`src/rtl/conv_pkg.sv`:
```
// conv_pkg: definitions shared by the conv and maxpool forward-pass blocks.
//   DEFAULT_DATA_WIDTH : default element width (signed two's complement)
//   pool_state_e       : maxpool FSM states (IDLE, SCAN, DONE)
//   conv_out_dim()     : output dimension for an input size, kernel/window,
//                        stride and padding (floor division)
package conv_pkg;

  localparam int unsigned DEFAULT_DATA_WIDTH = 32;

  typedef enum logic [1:0] {
    IDLE,
    SCAN,
    DONE
  } pool_state_e;

  function automatic int unsigned conv_out_dim(input int unsigned in_dim,
                                               input int unsigned k,
                                               input int unsigned stride,
                                               input int unsigned pad);
    return (in_dim + 2 * pad - k) / stride + 1;
  endfunction

endpackage

```
`src/rtl/maxpool_forward_pass_if.sv`:
```
// maxpool_forward_pass_if: request/result bundle of the maxpool stage.
//   start              : request, sampled by the pool only while idle
//   input_tensor_flat  : conv output tensor, channel-major (IN_BITS wide)
//   busy               : scan in progress
//   done               : one-cycle completion pulse
//   output_tensor_flat : pooled tensor, channel-major (OUT_BITS wide)
// master = requester (conv side / bench), slave = the pooling stage.
interface maxpool_forward_pass_if #(
  parameter int unsigned IN_BITS  = 128,
  parameter int unsigned OUT_BITS = 32
);
  logic                start;
  logic [IN_BITS-1:0]  input_tensor_flat;
  logic                busy;
  logic                done;
  logic [OUT_BITS-1:0] output_tensor_flat;

  modport master (
    output start,
    output input_tensor_flat,
    input  busy,
    input  done,
    input  output_tensor_flat
  );

  modport slave (
    input  start,
    input  input_tensor_flat,
    output busy,
    output done,
    output output_tensor_flat
  );
endinterface

```
`src/rtl/pool_window_addr.sv`:
```
// pool_window_addr: counter nest c > oy > ox > ky > kx for the pooling scan.
//   clk, rst        : clock, synchronous active-high reset
//   clear           : zero all counters (takes priority over advance)
//   advance         : step kx by one, carrying outwards
//   in_idx          : flat input element index of (c, oy*S+ky, ox*S+kx)
//   out_idx         : flat output element index of (c, oy, ox)
//   first_in_window : (ky,kx) == (0,0)
//   last_in_window  : (ky,kx) == (P-1,P-1)
//   last_overall    : last element of the last window of the last channel
module pool_window_addr #(
  parameter int unsigned CHANNELS   = 1,
  parameter int unsigned IN_HEIGHT  = 2,
  parameter int unsigned IN_WIDTH   = 2,
  parameter int unsigned POOL_SIZE  = 2,
  parameter int unsigned STRIDE     = 2,
  parameter int unsigned OUT_HEIGHT = 1,
  parameter int unsigned OUT_WIDTH  = 1
) (
  input  logic        clk,
  input  logic        rst,
  input  logic        clear,
  input  logic        advance,
  output logic [31:0] in_idx,
  output logic [31:0] out_idx,
  output logic        first_in_window,
  output logic        last_in_window,
  output logic        last_overall
);

  logic [31:0] c_q, c_d, oy_q, oy_d, ox_q, ox_d, ky_q, ky_d, kx_q, kx_d;

  always_comb begin
    c_d  = c_q;
    oy_d = oy_q;
    ox_d = ox_q;
    ky_d = ky_q;
    kx_d = kx_q;
    if (clear) begin
      c_d  = '0;
      oy_d = '0;
      ox_d = '0;
      ky_d = '0;
      kx_d = '0;
    end else if (advance) begin
      if (kx_q == POOL_SIZE - 1) begin
        kx_d = '0;
        if (ky_q == POOL_SIZE - 1) begin
          ky_d = '0;
          if (ox_q == OUT_WIDTH - 1) begin
            ox_d = '0;
            if (oy_q == OUT_HEIGHT - 1) begin
              oy_d = '0;
              c_d  = (c_q == CHANNELS - 1) ? '0 : c_q + 1;
            end else begin
              oy_d = oy_q + 1;
            end
          end else begin
            ox_d = ox_q + 1;
          end
        end else begin
          ky_d = ky_q + 1;
        end
      end else begin
        kx_d = kx_q + 1;
      end
    end
  end

  always_ff @(posedge clk) begin
    if (rst) begin
      c_q  <= '0;
      oy_q <= '0;
      ox_q <= '0;
      ky_q <= '0;
      kx_q <= '0;
    end else begin
      c_q  <= c_d;
      oy_q <= oy_d;
      ox_q <= ox_d;
      ky_q <= ky_d;
      kx_q <= kx_d;
    end
  end

  assign in_idx  = (c_q * IN_HEIGHT + oy_q * STRIDE + ky_q) * IN_WIDTH
                 + ox_q * STRIDE + kx_q;
  assign out_idx = (c_q * OUT_HEIGHT + oy_q) * OUT_WIDTH + ox_q;

  assign first_in_window = (kx_q == '0) && (ky_q == '0);
  assign last_in_window  = (kx_q == POOL_SIZE - 1) && (ky_q == POOL_SIZE - 1);
  assign last_overall    = last_in_window && (ox_q == OUT_WIDTH - 1) &&
                           (oy_q == OUT_HEIGHT - 1) && (c_q == CHANNELS - 1);

endmodule

```
`src/rtl/maxpool_forward_pass.sv`:
```
// maxpool_forward_pass: sequential max-pooling stage behind conv_forward_pass.
// Snapshots the input tensor on an accepted start, scans one window element
// per cycle, then publishes the pooled tensor together with a done pulse.
//   clk, rst : clock, synchronous active-high reset
//   bus      : maxpool_forward_pass_if.slave (start, input_tensor_flat,
//              busy, done, output_tensor_flat)
// Optional: define MAXPOOL_RELU_EN to clamp negative window maxima to 0 as
// they are written into the working result.
module maxpool_forward_pass
  import conv_pkg::*;
#(
  parameter int unsigned CHANNELS   = 1,
  parameter int unsigned IN_HEIGHT  = 2,
  parameter int unsigned IN_WIDTH   = 2,
  parameter int unsigned POOL_SIZE  = 2,
  parameter int unsigned STRIDE     = 2,
  parameter int unsigned OUT_HEIGHT = conv_out_dim(IN_HEIGHT, POOL_SIZE, STRIDE, 0),
  parameter int unsigned OUT_WIDTH  = conv_out_dim(IN_WIDTH, POOL_SIZE, STRIDE, 0),
  parameter int unsigned DATA_WIDTH = DEFAULT_DATA_WIDTH
) (
  input  logic                   clk,
  input  logic                   rst,
  maxpool_forward_pass_if.slave  bus
);

  localparam int unsigned IN_BITS  = CHANNELS * IN_HEIGHT * IN_WIDTH * DATA_WIDTH;
  localparam int unsigned OUT_BITS = CHANNELS * OUT_HEIGHT * OUT_WIDTH * DATA_WIDTH;

  pool_state_e                  state_q, state_d;
  logic [IN_BITS-1:0]           snap_q, snap_d;
  logic [OUT_BITS-1:0]          work_q, work_d;
  logic [OUT_BITS-1:0]          out_q, out_d;
  logic signed [DATA_WIDTH-1:0] max_q, max_d;
  logic signed [DATA_WIDTH-1:0] elem, cand, wr_val;

  logic [31:0] in_idx, out_idx;
  logic        first_in_window, last_in_window, last_overall;
  logic        clear, advance;

  pool_window_addr #(
    .CHANNELS   (CHANNELS),
    .IN_HEIGHT  (IN_HEIGHT),
    .IN_WIDTH   (IN_WIDTH),
    .POOL_SIZE  (POOL_SIZE),
    .STRIDE     (STRIDE),
    .OUT_HEIGHT (OUT_HEIGHT),
    .OUT_WIDTH  (OUT_WIDTH)
  ) u_addr (
    .clk             (clk),
    .rst             (rst),
    .clear           (clear),
    .advance         (advance),
    .in_idx          (in_idx),
    .out_idx         (out_idx),
    .first_in_window (first_in_window),
    .last_in_window  (last_in_window),
    .last_overall    (last_overall)
  );

  assign elem = snap_q[in_idx*DATA_WIDTH +: DATA_WIDTH];

  // Window maximum including the current element; the first element of a
  // window restarts it, later ones only win when strictly greater so ties
  // keep the earlier value.
  assign cand = (first_in_window || (elem > max_q)) ? elem : max_q;

`ifdef MAXPOOL_RELU_EN
  assign wr_val = cand[DATA_WIDTH-1] ? '0 : cand;
`else
  assign wr_val = cand;
`endif

  always_comb begin
    state_d = state_q;
    snap_d  = snap_q;
    work_d  = work_q;
    out_d   = out_q;
    max_d   = max_q;
    clear   = 1'b0;
    advance = 1'b0;
    case (state_q)
      IDLE: begin
        if (bus.start) begin
          snap_d  = bus.input_tensor_flat;
          clear   = 1'b1;
          state_d = SCAN;
        end
      end
      SCAN: begin
        advance = 1'b1;
        max_d   = cand;
        if (last_in_window) begin
          work_d[out_idx*DATA_WIDTH +: DATA_WIDTH] = wr_val;
        end
        // Publish from work_d so the final window written this cycle is
        // included in the visible result.
        if (last_overall) begin
          out_d   = work_d;
          state_d = DONE;
        end
      end
      DONE: begin
        state_d = IDLE;
      end
      default: begin
        state_d = IDLE;
      end
    endcase
  end

  always_ff @(posedge clk) begin
    if (rst) begin
      state_q <= IDLE;
      snap_q  <= '0;
      work_q  <= '0;
      out_q   <= '0;
      max_q   <= '0;
    end else begin
      state_q <= state_d;
      snap_q  <= snap_d;
      work_q  <= work_d;
      out_q   <= out_d;
      max_q   <= max_d;
    end
  end

  assign bus.busy               = (state_q == SCAN);
  assign bus.done               = (state_q == DONE);
  assign bus.output_tensor_flat = out_q;

endmodule

```
`src/flat_wrapper.sv`:
```
// flat-port wrapper written by rule: the top's interface ports become plain ports
module maxpool_forward_pass_flat import conv_pkg::*;
#(
  parameter int unsigned CHANNELS   = 1,
  parameter int unsigned IN_HEIGHT  = 2,
  parameter int unsigned IN_WIDTH   = 2,
  parameter int unsigned POOL_SIZE  = 2,
  parameter int unsigned STRIDE     = 2,
  parameter int unsigned OUT_HEIGHT = conv_out_dim(IN_HEIGHT, POOL_SIZE, STRIDE, 0),
  parameter int unsigned OUT_WIDTH  = conv_out_dim(IN_WIDTH, POOL_SIZE, STRIDE, 0),
  parameter int unsigned DATA_WIDTH = DEFAULT_DATA_WIDTH
)
  (clk, rst, bus_start, bus_input_tensor_flat, bus_busy, bus_done, bus_output_tensor_flat);
  maxpool_forward_pass_if bus_i ();
  input  logic clk;
  input  logic rst;
  input wire logic [$bits(bus_i.start)-1:0] bus_start;
  input wire logic [$bits(bus_i.input_tensor_flat)-1:0] bus_input_tensor_flat;
  output wire logic [$bits(bus_i.busy)-1:0] bus_busy;
  output wire logic [$bits(bus_i.done)-1:0] bus_done;
  output wire logic [$bits(bus_i.output_tensor_flat)-1:0] bus_output_tensor_flat;
  assign bus_i.start = bus_start;
  assign bus_i.input_tensor_flat = bus_input_tensor_flat;
  assign bus_busy = bus_i.busy;
  assign bus_done = bus_i.done;
  assign bus_output_tensor_flat = bus_i.output_tensor_flat;
  maxpool_forward_pass #(.CHANNELS(CHANNELS), .IN_HEIGHT(IN_HEIGHT), .IN_WIDTH(IN_WIDTH), .POOL_SIZE(POOL_SIZE), .STRIDE(STRIDE), .OUT_HEIGHT(OUT_HEIGHT), .OUT_WIDTH(OUT_WIDTH), .DATA_WIDTH(DATA_WIDTH)) u_core (.clk(clk), .rst(rst), .bus(bus_i));
endmodule
```
`config.mk`:
```
export PLATFORM = sky130hd
export DESIGN_NAME = maxpool_forward_pass_flat
export DESIGN_NICKNAME = d
export VERILOG_FILES = /design/src/rtl/conv_pkg.sv /design/src/rtl/maxpool_forward_pass_if.sv /design/src/rtl/pool_window_addr.sv /design/src/rtl/maxpool_forward_pass.sv /design/src/flat_wrapper.sv
export SDC_FILE = /design/constraint.sdc
export NUM_CORES = 1
export LEC_CHECK = 0
export ABC_CLOCK_PERIOD_IN_PS = 7300
export BUFFER_PORTS_ARGS = -buffer_cell sky130_fd_sc_hd__buf_2
export CORE_MARGIN = 3
export CORE_UTILIZATION = 52
export CTS_CLUSTER_SIZE = 12
export DETAILED_ROUTE_END_ITERATION = 8
export GPL_TIMING_DRIVEN = 0
export PLACE_DENSITY = 0.74
export SYNTH_ARGS = -nofsm -noshare
export SYNTH_HDL_FRONTEND = slang
export SYNTH_SLANG_ARGS = --single-unit
```
`constraint.sdc`:
```
create_clock -name clk -period 7.3 [get_ports clk]
set_input_delay 1.46 -clock clk [delete_from_list [all_inputs] [get_ports clk]]
set_output_delay 1.46 -clock clk [all_outputs]
set_load 0.05 [all_outputs]
```
== Word level (Yosys, flattened, before mapping) ==
Cells that the tools add are included.

* Shift operators: 3
* $lt $le $gt $ge: 1
* Add/sub/neg operators: 12
* Equality and inequality tests: 6
* Reduce and logical (&&, ||, !) cells: 20
* Multiplexer cells: 14

{| class="wikitable"
|+ Operators by type and width
! kind !! number
|-
| $mux W32 || 7
|-
| $add A32 B1 Y32 const B || 5
|-
| $logic_not A32 Y1 || 5
|-
| $shiftx A128 B33 Y32 || 1
|-
| $add A27 B27 Y27 || 4
|-
| $eq A32 B1 Y1 const B || 2
|-
| $add A26 B26 Y26 || 2
|-
| $neg A32 Y34 || 1
|-
| $shift A32 B34 Y32 const A || 1
|-
| $shiftx A32 B34 Y32 || 1
|-
| $bwmux W32 || 1
|-
| $gt A32 B32 Y1 || 1
|-
| $reduce_and A2 Y1 || 4
|-
| $logic_and A1 B1 Y1 || 5
|-
| $reduce_and A5 Y1 || 1
|-
| $mux W2 || 2
|-
| $pmux W2 S2 || 1
|-
| $reduce_and A4 Y1 || 1
|-
| $mux W1 || 3
|-
| $reduce_and A3 Y1 || 1
|-
| $eq A2 B1 Y1 const B || 1
|-
| $eq A2 B2 Y1 const B || 1
|-
| $logic_not A2 Y1 || 1
|-
| $ne A2 B1 Y1 const B || 1
|-
| 3 further kinds || 3
|}

* Register bits after elaboration: 386

== Longest topological paths before layout ==
Gate-level depths: netlist of the first run.

* Depth after elaboration: 11
* Gate-level depth with buffers: 24
* Mapped depth without buffers: 21

== Cells and area by module ==
A second synthesis of the first run with hierarchy kept.

* Cell total of the unflattened synthesis: 3010
* Area, all modules: 25044.0 sq um

{| class="wikitable"
|+ By module, submodules not included
! module !! cells an instance !! times used !! seq. area each (sq um) !! area each (sq um)
|-
| pool_window_addr || 1653 || 1 || 3203.1 || 13853.3
|-
| maxpool_forward_pass || 1357 || 1 || 4524.3 || 11190.7
|}

== Worst setup path before layout of the first run ==
OpenSTA, ideal clock, no wires.

* Path type: reg2reg
* From: register u_core.u_addr.c_q[0]
* To: register u_core.max_q[13]
* Period minus slack after synthesis: 5211 ps
* Setup slack: 2089 ps
* Arrival time: 5079 ps
* Cell stages (with the launch flop): 24
* Buffers on the path: 3
* Setup time: 132 ps
* Cell sequence: dfxtp_1 > fa_1 > inv_1 > fa_1 > inv_1 > ha_1 > xnor2_1 > xnor2_1 > xnor2_1 > nand2b_1 > clkbuf_1 > nor2b_1 > ha_1 > nand2_1 > nor4_1 > nand3_1 > a221oi_1 > a2111oi_0 > o211ai_1 > clkbuf_1 > nand2_1 > clkbuf_1 > nand2_1 > a21oi_1

* Cells in the longest elaborated chain, start to end: 8

{| class="wikitable"
|+ Ends and longest elaborated chain
! item !! RTL line !! source
|-
| from (decl) || pool_window_addr.sv:30 || <nowiki>logic [31:0] c_q, c_d, oy_q, oy_d, ox_q, ox_d, ky_q, ky_d, kx_q, kx_d;</nowiki>
|-
| from (signal assigned) || pool_window_addr.sv:71 || <nowiki>c_q <= '0;</nowiki>
|-
| from (signal assigned) || pool_window_addr.sv:77 || <nowiki>c_q <= c_d;</nowiki>
|-
| $add A26 B26 Y26 (*) (2 in a row) || pool_window_addr.sv:85 || <nowiki>assign in_idx = (c_q * IN_HEIGHT + oy_q * STRIDE + ky_q) * IN_WIDTH</nowiki>
|-
| $add A27 B27 Y27 (*) (2 in a row) || pool_window_addr.sv:86 || <nowiki>+ ox_q * STRIDE + kx_q;</nowiki>
|-
| $shiftx A128 B33 Y32 (*) || maxpool_forward_pass.sv:60 || <nowiki>assign elem = snap_q[in_idx*DATA_WIDTH +: DATA_WIDTH];</nowiki>
|-
| $gt A32 B32 Y1 || maxpool_forward_pass.sv:65 || <nowiki>assign cand = (first_in_window || (elem > max_q)) ? elem : max_q;</nowiki>
|-
| $logic_or A1 B1 Y1 || maxpool_forward_pass.sv:65 ||
|-
| $mux W32 (*) || maxpool_forward_pass.sv:65 ||
|-
| to (signal assigned) || maxpool_forward_pass.sv:123 || <nowiki>max_q <= max_d;</nowiki>
|-
| to (decl) || maxpool_forward_pass.sv:33 || <nowiki>logic signed [DATA_WIDTH-1:0] max_q, max_d;</nowiki>
|}

Every way passes the cells marked *; elsewhere a longest branch is shown, timed or not.
A chain may end at the register's enable or synchronous reset.

== Worst setup path in the final report of the first run ==
* From: register u_core.u_addr.c_q[0]
* To: register u_core.work_q[27]

* Cells in the longest elaborated chain, start to end: 11
* Elaborated cells on any way between the ends: 15
* Classes of those cells: 7 x add/sub; 1 x order compare; 3 x shift; 3 x mux; 1 x reduce/logical

{| class="wikitable"
|+ Ends and longest elaborated chain
! item !! RTL line !! source
|-
| $add A26 B26 Y26 (2 in a row) || pool_window_addr.sv:85 ||
|-
| $add A27 B27 Y27 (2 in a row) || pool_window_addr.sv:86 ||
|-
| $shiftx A128 B33 Y32 || maxpool_forward_pass.sv:60 ||
|-
| $gt A32 B32 Y1 || maxpool_forward_pass.sv:65 ||
|-
| $logic_or A1 B1 Y1 || maxpool_forward_pass.sv:65 ||
|-
| $mux W32 || maxpool_forward_pass.sv:65 ||
|-
| $shiftx A32 B34 Y32 || maxpool_forward_pass.sv:93 || <nowiki>work_d[out_idx*DATA_WIDTH +: DATA_WIDTH] = wr_val;</nowiki>
|-
| $bwmux W32 (*) || maxpool_forward_pass.sv:93 ||
|-
| $mux W32 (*) || maxpool_forward_pass.sv:92 || <nowiki>if (last_in_window) begin</nowiki>
|-
| to (signal assigned) || maxpool_forward_pass.sv:121 || <nowiki>work_q <= work_d;</nowiki>
|-
| to (decl) || maxpool_forward_pass.sv:31 || <nowiki>logic [OUT_BITS-1:0] work_q, work_d;</nowiki>
|}

Marks and branches as above.

==> run metrics, run 1 <==
prevailing post-synth register cell dfxtp_1; CTS tree yes; DR DRC count 0; Placed Cells incl. Taps about 3,100; setup_tns 0 ps; vias in the first global route 17,600; Synth Warn # 0; count of final max-slew check failures 0; Routed Antenna Nets 0; # hold bufs at CTS 0; initial core utilization 0.533; fin crit period between 6000 and 7000 ps; Global Route Usage Sum 0.264; Worst EP required 7750 ps; total power 4620 uW; Routed WL per cell 17.9 um; row cnt 71; Max rail drop VDD approximately 0.16 mV; FFs w/ async S/R, synth 0; Post-CTS Setup Bufs 0; die area 41,500 um^2; setup ws final 923 ps; post-synth top area cell dfxtp_1; Via density 5.78; Non-Filler Instances approximately 3,100; largest net degree at the start of global routing 13; Max clock buf depth 3; Buffers on Ports 163; CP arrival 6830 ps; die height 204 um; core area 38,100 um^2; share of cells above drive strength 1 0.121; Final Hold Fails 0; Switching Share 0.251; synthesized area 20,300 um^2; number of synthesized register bits 386; clock-pin slew on the worst setup and hold paths 60 ps; Max Fclk 157 MHz; CTS Buf Count just over 40; Slew Limit Headroom 0.265; Iter 0 DRT Violations around 1,400; Syn Inst Count about 2,400; first-pass GRT wire length 89,700 um; number of synthesized flops with an enable pin 0; io pins 165; top post-synthesis cells by area dfxtp_1, nand2_1, a21oi_1, ha_1, xor2_1; Maximum Capacitance Violations 0; clk root buf clkbuf_16; Psw 1160 uW; PostCTS Resize Cnt 0; initial antenna violation count 1; post-synthesis sequential area ratio 0.380; CP max FO 10; WL final 56,400 um; sequential share of power 0.473; die width roughly 200 um; most frequent cell after synthesis nand2_1; Setup CP Type register to register; leakage 0.00908 uW; Synth top area share 0.380; worst-margin pin slew 1090 ps; DR vias around 18,000; H-tree levels 2; Int Pwr 3460 uW; Clk pwr share 0.432; area added between synthesis and finish 13.4%; pwr/cell area 201 nW/um^2; TritonRoute pass-1 iters 5; Worst Skew 19.9 ps; Startpoint Class register; clk sink count 386; Syn Area/Cell 8.45 um^2; Worst Hold Class register to register; Placer Congestion 0.916; Tcrit/Tclk final 0.874; syn nets 2,637; fin nets 2,843; hpwl dp 42,500 um; Final setup viols 0; Comb power frac 0.095; status complete, no violations; GRT overflow 0; library cells used by synthesis 79; RSZ-0062 raised after global routing false; Diodes inserted 0; DP Worst Slack 928 ps; Worst-Skew Late Latency 560 ps; Synth top cells by count nand2_1, dfxtp_1, a21oi_1; Critical Path Sink Type register
-- through the flow --
| step | utilization | hold slack [ps] | instance area (um^2) |
|---|---|---|---|
| floorplan | - | 433 | 20300 |
| global placement | 0.571 | 439 | 21800 |
| detailed placement | 0.571 | 445 | 21800 |
| CTS | 0.605 | 455 | 23000 |
| global route | 0.605 | 463 | 23000 |
| finish | 0.605 | 453 | 23000 |
-- flip-flops by register name, indices dropped and copies added (netlist names) --
name                           count
u_core.snap_q                    128
u_core.bus.output_tensor_flat     32
u_core.max_q                      32
u_core.u_addr.c_q                 32
u_core.u_addr.kx_q                32
u_core.u_addr.ky_q                32
u_core.u_addr.ox_q                32
u_core.u_addr.oy_q                32
u_core.work_q                     32
u_core.state_q                     2
-- cell families (layout without fill, tap and decap cells) --
group / count (synthesis) / count (layout) / synth area share
AO/OA/AOI/OAI: 462 / 462 / 0.144
AND/OR/NAND/NOR: 1029 / 1029 / 0.241
buffers and inverters: 204 / 437 / 0.0416
adder cells (fa/ha/maj): 102 / 102 / 0.0739
flip-flops: 386 / 386 / 0.380
XOR/XNOR: 154 / 154 / 0.0664
multiplexers: 67 / 67 / 0.0531
-- power by group through the flow --
stage	clock (uW)	sequential [uW]	combinational [uW]
2_1_floorplan	0	2220	284
3_3_place_gp	0	2230	422
3_5_place_dp	0	2230	431
4_1_cts	2020	2180	435
5_1_grt	2100	2190	482
6_report	2000	2190	440
-- final cells by class --
type                       instances  area (um^2)
tap                              511          639
fill                            3287        15100
sequential                       386         7730
multi-input combinational       1814        11700
timing repair buffer             163          816
clock buffer                      62         1170
buffer                           136          589
inverter                          68          255
clock inverter                     8         93.8
-- cell usage in the layout, fill, tap and decap left out, types with 6 or more instances in the layout --
| cell | netlist | routed |
|---|---|---|
| or3_1 | 28 | 28 |
| nor3_2 | 26 | 26 |
| and4_1 | 12 | 12 |
| ha_1 | 72 | 72 |
| o21ba_1 | 27 | 27 |
| clkbuf_1 | 107 | 121 |
| a21boi_0 | 25 | 25 |
| mux4_2 | 32 | 32 |
| xnor2_1 | 54 | 54 |
| nor4_1 | 42 | 42 |
| nor2_1 | 191 | 191 |
| o21ai_0 | 45 | 45 |
| mux2i_1 | 29 | 29 |
| mux2_2 | 6 | 6 |
| and3_1 | 31 | 31 |
| clkbuf_16 | 0 | 41 |
| xor2_1 | 100 | 100 |
| nand2b_1 | 9 | 9 |
| nor3_1 | 28 | 28 |
| fa_1 | 30 | 30 |
| a21oi_1 | 226 | 226 |
| o211ai_1 | 67 | 67 |
| nand4_1 | 57 | 57 |
| buf_1 | 9 | 9 |
| nand3_1 | 74 | 74 |
| nand2_1 | 456 | 456 |
| a211oi_1 | 8 | 8 |
| nor2b_1 | 39 | 39 |
| o21a_1 | 6 | 6 |
| clkbuf_8 | 0 | 7 |
| o21ai_1 | 9 | 9 |
| a21o_1 | 11 | 11 |
| and2_1 | 7 | 7 |
| inv_1 | 68 | 68 |
| dfxtp_1 | 386 | 386 |
| buf_2 | 12 | 175 |
-- worst paths after layout --
kind | from | to | depth (start not counted) | slack [ps]
hold / removal | u_core.snap_q[100] | u_core.snap_q[100] | 2 | 450
hold reg to reg | u_core.snap_q[100] | u_core.snap_q[100] | 2 | 450
setup reg to reg | u_core.u_addr.c_q[0] | u_core.work_q[27] | 22 | 920
setup / recovery | u_core.u_addr.c_q[0] | u_core.work_q[27] | 22 | 920
-- routing by layer --
metal / wire, um / part of all wire / up-vias / track usage
met5: 13 / 0.00023 / - / 0
li1: - / - / 8771 / -
met2: 25500 / 0.45 / 705 / 0.421
met1: 25100 / 0.44 / 8606 / 0.370
met4: 1380 / 0.024 / 2 / 0.0782
met3: 4420 / 0.078 / 99 / 0.0452
-- worst max-delay path, stage by stage (launching register included) --
cell       delay [ps]
dfxtp_1           420
fa_1              570
inv_1              50
fa_1              480
inv_1              40
ha_1              200
xnor2_1           170
xnor2_1           160
xnor2_1           100
nand2b_1          190
clkbuf_1          390
nor2b_1           160
ha_1              340
nand2_1            90
nor4_1            360
nand3_1           200
a221oi_1          240
a2111oi_0         120
o211ai_1          500
clkbuf_1          640
mux2i_1           610
nor3_2             70
o21ba_1           180
No activity file was read; power rests on OpenSTA's default activity.
==> run 2: changes to the inputs <==
- BUFFER_PORTS_ARGS: -buffer_cell sky130_fd_sc_hd__buf_2 -> -buffer_cell sky130_fd_sc_hd__buf_4
==> run 2 against run 1 <==
Compared with the run above: largest power group unchanged; critical path type unchanged; clock skew fell by 4.8 ps; sequential share of layout area fell by 0.61 points; flip-flop and latch count is the same; non-clock buffer count is the same; largest cell class unchanged; routed wire length decreased by 0.14%; combinational power up 4.8%; utilization increased by 1.1 points.
==> run metrics, run 2 (synthesis results as in run 1) <==
TritonRoute pass-1 iters 5 (unchanged); share of cells above drive strength 1 0.122 (+0.000758); WL final 56,300 um (-0.14%); CP arrival 6900 ps (+70 ps); H-tree levels 2 (unchanged); Startpoint Class register; leading cell type in the layout, fill and taps excluded nand2_1; Worst Skew 15.1 ps (-4.79 ps); Routed WL per cell 17.9 um (-0.17%); start point of the critical path u_core.u_addr.c_q[0]; global-route met1 utilization 0.371 (about the same); Setup CP Type register to register; worst-margin pin slew 1040 ps (-55.8 ps); number of cells on the worst reg-to-reg path 22 (unchanged); Final setup viols 0 (unchanged); setup ws final 840 ps (-82.2 ps); clk root buf clkbuf_16; Worst Hold Class register to register; reg2reg setup slack 840 ps (-80 ps); worst reg2reg endpoint u_core.work_q[27]; Iter 0 DRT Violations 1,488 (+3.3%); # hold bufs at CTS 0 (unchanged); CTS tree yes; most frequent cells in the layout nand2_1, dfxtp_1, a21oi_1, nor2_1, buf_4; grt met2 use 0.423 (+0.00168); hpwl dp 42,700 um (+0.43%); FILL cells 3,259 (-0.85%); Tcrit/Tclk final 0.885 (+0.0113); hold depth 2 (unchanged); CTS Buf Count 41 (unchanged); largest net degree at the start of global routing 13 (unchanged); leakage 0.00921 uW (+1.4%); clock-pin slew on the worst setup and hold paths 60 ps (about the same); Routed Antenna Nets 0 (unchanged); Slew Limit Headroom 0.303 (+0.0374); CP max FO 10 (unchanged); vias in the first global route 17,600 (-0.28%); row cnt 71 (unchanged); die width 204 um (unchanged); die area 41,500 um^2 (unchanged); max reg flops 128 (unchanged); final hold slack 454 ps (+1.20 ps); PostCTS Resize Cnt 0 (unchanged); DR DRC count 0 (unchanged); die height 204 um (unchanged); CP endpoint u_core.work_q[27]; Maximum Capacitance Violations 0 (unchanged); Post-CTS Setup Bufs 0 (unchanged); initial antenna violation count 0 (-1); Final Hold Fails 0 (unchanged); setup_tns 0 ps (unchanged); Via density 5.81 (+0.62%); io pins 165 (unchanged); pwr/cell area 199 nW/um^2 (-1.0%); Placer Congestion 0.935 (+2.1%); GR peak layer met2; Max clock buf depth 3 (unchanged); Critical Path Sink Type register; count of final max-slew check failures 0 (unchanged); RSZ-0062 raised after global routing false; met3 usage 0.0420 (-0.00319); Global Route Usage Sum 0.264 (about the same); Buffers on Ports 163 (unchanged); status complete, no violations; CP max stage cell clkbuf_1; Worst-Skew Late Latency 550 ps (about the same); Biggest register u_core.snap_q; fin crit period 6460 ps (+82.2 ps); DP Worst Slack 920 ps (-8.54 ps); core area 38,100 um^2 (unchanged); initial core utilization 0.533 (unchanged); Max rail drop VDD 0.175 mV (+10%); Max Fclk 155 MHz (-1.3%); Reg2Reg Launch Point u_core.u_addr.c_q[0]; Worst EP required 7740 ps (about the same); max incr delay on CP 670 ps (+30 ps); crit-path cells fa_1 -> inv_1 -> fa_1 -> inv_1 -> ha_1 -> xnor2_1 -> xnor2_1 -> xnor2_1 -> nand2b_1 -> clkbuf_1 -> nor2b_1 -> ha_1 -> nand2_1 -> nor4_1 -> nand3_1 -> a221oi_1 -> a2111oi_0 -> o211ai_1 -> clkbuf_1 -> mux2i_1 -> nor3_2 -> o21ba_1; fin nets 2,843 (unchanged); clk sink count 386 (unchanged); GRT overflow 0 (unchanged); DR vias 18,300 (+0.65%); area added between synthesis and finish 15.5%; first-pass GRT wire length 89,500 um (-0.27%); most frequent CP cell xnor2_1
## run 2: cell count changes in the layout (fill, tap and decap cells not counted), sizes merged
cell | previous run | this run
diode | 0 | 1
clkinvlp | 1 | 0
clkinv | 5 | 6
## run 2: per-layer routing
metal | up-vias | wire length [um]
met5 | - | 0
met4 | 0 | 1650
met3 | 119 | 4350
met2 | 732 | 25400
met1 | 8664 | 24900
li1 | 8786 | -
## run 2: report_power, final
part	switching [uW]	internal, uW
combinational	280	181
sequential	27.9	2160
clock	852	1160
total	1160	3500
## run 2: critical path, delay by kind of cell (launching register included)
family,cells,cell delay (ps)
flip-flops,1,420
AO/OA/AOI/OAI,4,1050
adder cells (fa/ha/maj),4,1590
XOR/XNOR,3,430
buffers and inverters,4,1150
multiplexers,1,580
AND/OR/NAND/NOR,6,1140
## run 2: how the worst min path moves through the flow
stage                            startpoint           endpoint
final                      u_core.snap_q[9]   u_core.snap_q[9]
after global routing      u_core.snap_q[50]  u_core.snap_q[50]
after CTS                 u_core.snap_q[42]  u_core.snap_q[42]
after detailed placement  u_core.snap_q[34]  u_core.snap_q[34]
after global placement    u_core.snap_q[20]  u_core.snap_q[20]
after floorplan           u_core.snap_q[64]  u_core.snap_q[64]
## run 2: stage by stage
step | power, uW | util | instances | cell area, um^2
floorplan | 2500 | - | 2404 | 20300
global placement | 2670 | 0.582 | 3078 | 22200
detailed placement | 2680 | 0.582 | 3078 | 22200
CTS | 4680 | 0.616 | 3148 | 23500
global route | 4810 | 0.616 | 3148 | 23500
finish | 4660 | 0.616 | 3149 | 23500
## run 2: area by class of cell
class                           count  area (um^2)  share of cell area
Buffer                            136          589              0.0251
Inverter                           68          255              0.0109
Sequential cell                   386         7730               0.329
Antenna cell                        1         2.50            0.000107
Tap cell                          511          639              0.0272
Clock buffer                       62         1190              0.0509
Timing Repair Buffer              163         1220              0.0521
Clock inverter                      8         91.3             0.00389
Multi-Input combinational cell   1814        11700               0.500
==> run 3: changes to the inputs <==
- MAX_ROUTING_LAYER: unset -> met4
==> run 3 against run 2 <==
Compared with the run above: via count decreased by 0.60%; die area did not move; routed wire length about the same; setup slack gained 47 ps; clock skew up 5.7 ps; sequential power barely moved; count of clock-buffer cells in the layout is 1 lower; global-route usage grew 0.90 points; power is 2.7% higher; critical path depth is the same; utilization is 0.24 points higher; critical endpoint unchanged.
==> run metrics, run 3 (synthesis results as in run 1) <==
status complete, no violations; H-tree levels 2 (unchanged); CTS tree yes; Worst EP required 7740 ps (about the same); Final setup viols 0 (unchanged); leakage 0.00925 uW (+0.49%); largest net degree at the start of global routing 13 (unchanged); row cnt 71 (unchanged); Final Hold Fails 0 (unchanged); pwr/cell area 203 nW/um^2 (+2.3%); Buffers on Ports 163 (unchanged); io pins 165 (unchanged); Placer Congestion 0.954 (+2.0%); number of cells on the worst reg-to-reg path 22 (unchanged); CP max FO 10 (unchanged); DR vias 18,200 (-0.60%); area added between synthesis and finish 16.0%; start point of the critical path u_core.u_addr.c_q[0]; fin crit period 6410 ps (-46.7 ps); count of final max-slew check failures 0 (unchanged); clock-pin slew on the worst setup and hold paths 60 ps (about the same); PostCTS Resize Cnt 0 (unchanged); Reg2Reg Launch Point u_core.u_addr.c_q[0]; initial core utilization 0.533 (unchanged); Routed WL per cell 17.9 um (about the same); Worst Hold Class register to register; vias in the first global route 17,300 (-1.3%); die height 204 um (unchanged); die area 41,500 um^2 (unchanged); Worst-Skew Late Latency 550 ps (about the same); leading cell type in the layout, fill and taps excluded nand2_1; initial antenna violation count 0 (unchanged); Worst Skew 20.8 ps (+5.66 ps); area of the multi-input gates 11,700 um^2 (unchanged); Placed Cells incl. Taps 3,078 (unchanged); clk root buf clkbuf_16; Post-CTS Setup Bufs 0 (unchanged); hold depth 2 (unchanged); Startpoint Class register; RSZ-0062 raised after global routing false; Critical Path Sink Type register; fin nets 2,844 (+0.035%); reg2reg setup slack 890 ps (+50 ps); hpwl dp 42,500 um (-0.51%); # hold bufs at CTS 0 (unchanged); Iter 0 DRT Violations 1,665 (+12%); CTS Buf Count 42 (+2.4%); DR DRC count 0 (unchanged); most frequent cells in the layout nand2_1, dfxtp_1, a21oi_1, nor2_1, buf_4; total power 4790 uW (+2.7%); TritonRoute pass-1 iters 6 (+1); first-pass GRT wire length 90,100 um (+0.71%); Setup CP Type register to register; Max clock buf depth 3 (unchanged); Maximum Capacitance Violations 0 (unchanged); setup_tns 0 ps (unchanged); CP arrival 6860 ps (-40 ps); Max rail drop VDD 0.181 mV (+4.0%); Non-Filler Instances 3,148 (-0.032%); Via density 5.78 (-0.57%); core area 38,100 um^2 (unchanged); max reg flops 128 (unchanged); die width 204 um (unchanged); Routed Antenna Nets 0 (unchanged); WL final 56,300 um (about the same); share of cells above drive strength 1 0.124 (+0.00152); Diodes inserted 0 (-1); Max Fclk 156 MHz (+0.73%); worst-margin pin slew 1120 ps (+83.1 ps); clk sink count 386 (unchanged); Biggest register u_core.snap_q; Tcrit/Tclk final 0.878 (-0.00640); FF/Latch Area 7730 um^2 (unchanged); GRT overflow 0 (unchanged); FILL cells 3,254 (-0.15%); Global Route Usage Sum 0.273 (+0.00905); Slew Limit Headroom 0.247 (-0.0557); hold_sp u_core.snap_q[124]
## run 3: area by class of cell
cell class	count	area share
well taps	511	0.0271
multi-input cells	1814	0.499
clock inverters	9	0.00621
repair buffers	163	0.0519
clock buffers	61	0.0523
flip-flops and latches	386	0.328
inverters	68	0.0108
plain buffers	136	0.0250
## run 3: final timing paths
path,end
setup / recovery,u_core.work_q[27]
hold reg to reg,u_core.snap_q[124]
setup reg to reg,u_core.work_q[27]
hold / removal,u_core.snap_q[124]
## run 3: through the flow
stage	hold slack, ps	cell area (um^2)	utilization	worst slack [ps]
6_report	454	23600	0.618	887
2_1_floorplan	433	20300	-	2090
3_5_place_dp	444	22200	0.582	879
3_3_place_gp	439	22200	0.582	994
5_1_grt	464	23600	0.618	330
4_1_cts	452	23600	0.618	846
## run 3: layer usage
| layer | GRT usage | wire length, um | vias to the layer above |
|---|---|---|---|
| met3 | 0.0348 | 4090 | 117 |
| li1 | - | - | 8764 |
| met5 | - | 0 | - |
| met2 | 0.420 | 25100 | 673 |
| met4 | 0.0747 | 1500 | 0 |
| met1 | 0.384 | 25700 | 8637 |
## run 3: critical path, stage by stage (launching register included)
cell       delay [ps]
dfxtp_1           420
fa_1              570
inv_1              50
fa_1              480
inv_1              50
ha_1              200
xnor2_1           180
xnor2_1           160
xnor2_1           100
nand2b_1          200
clkbuf_1          400
nor2b_1           160
ha_1              350
nand2_1            90
nor4_1            380
nand3_1           200
a221oi_1          230
a2111oi_0         120
o211ai_1          530
clkbuf_1          640
mux2i_1           570
nor3_2             70
o21ba_1           170
## run 3: power by group
group | internal (uW) | switching, uW
clock | 1280 | 866
combinational | 181 | 281
sequential | 2160 | 27.5
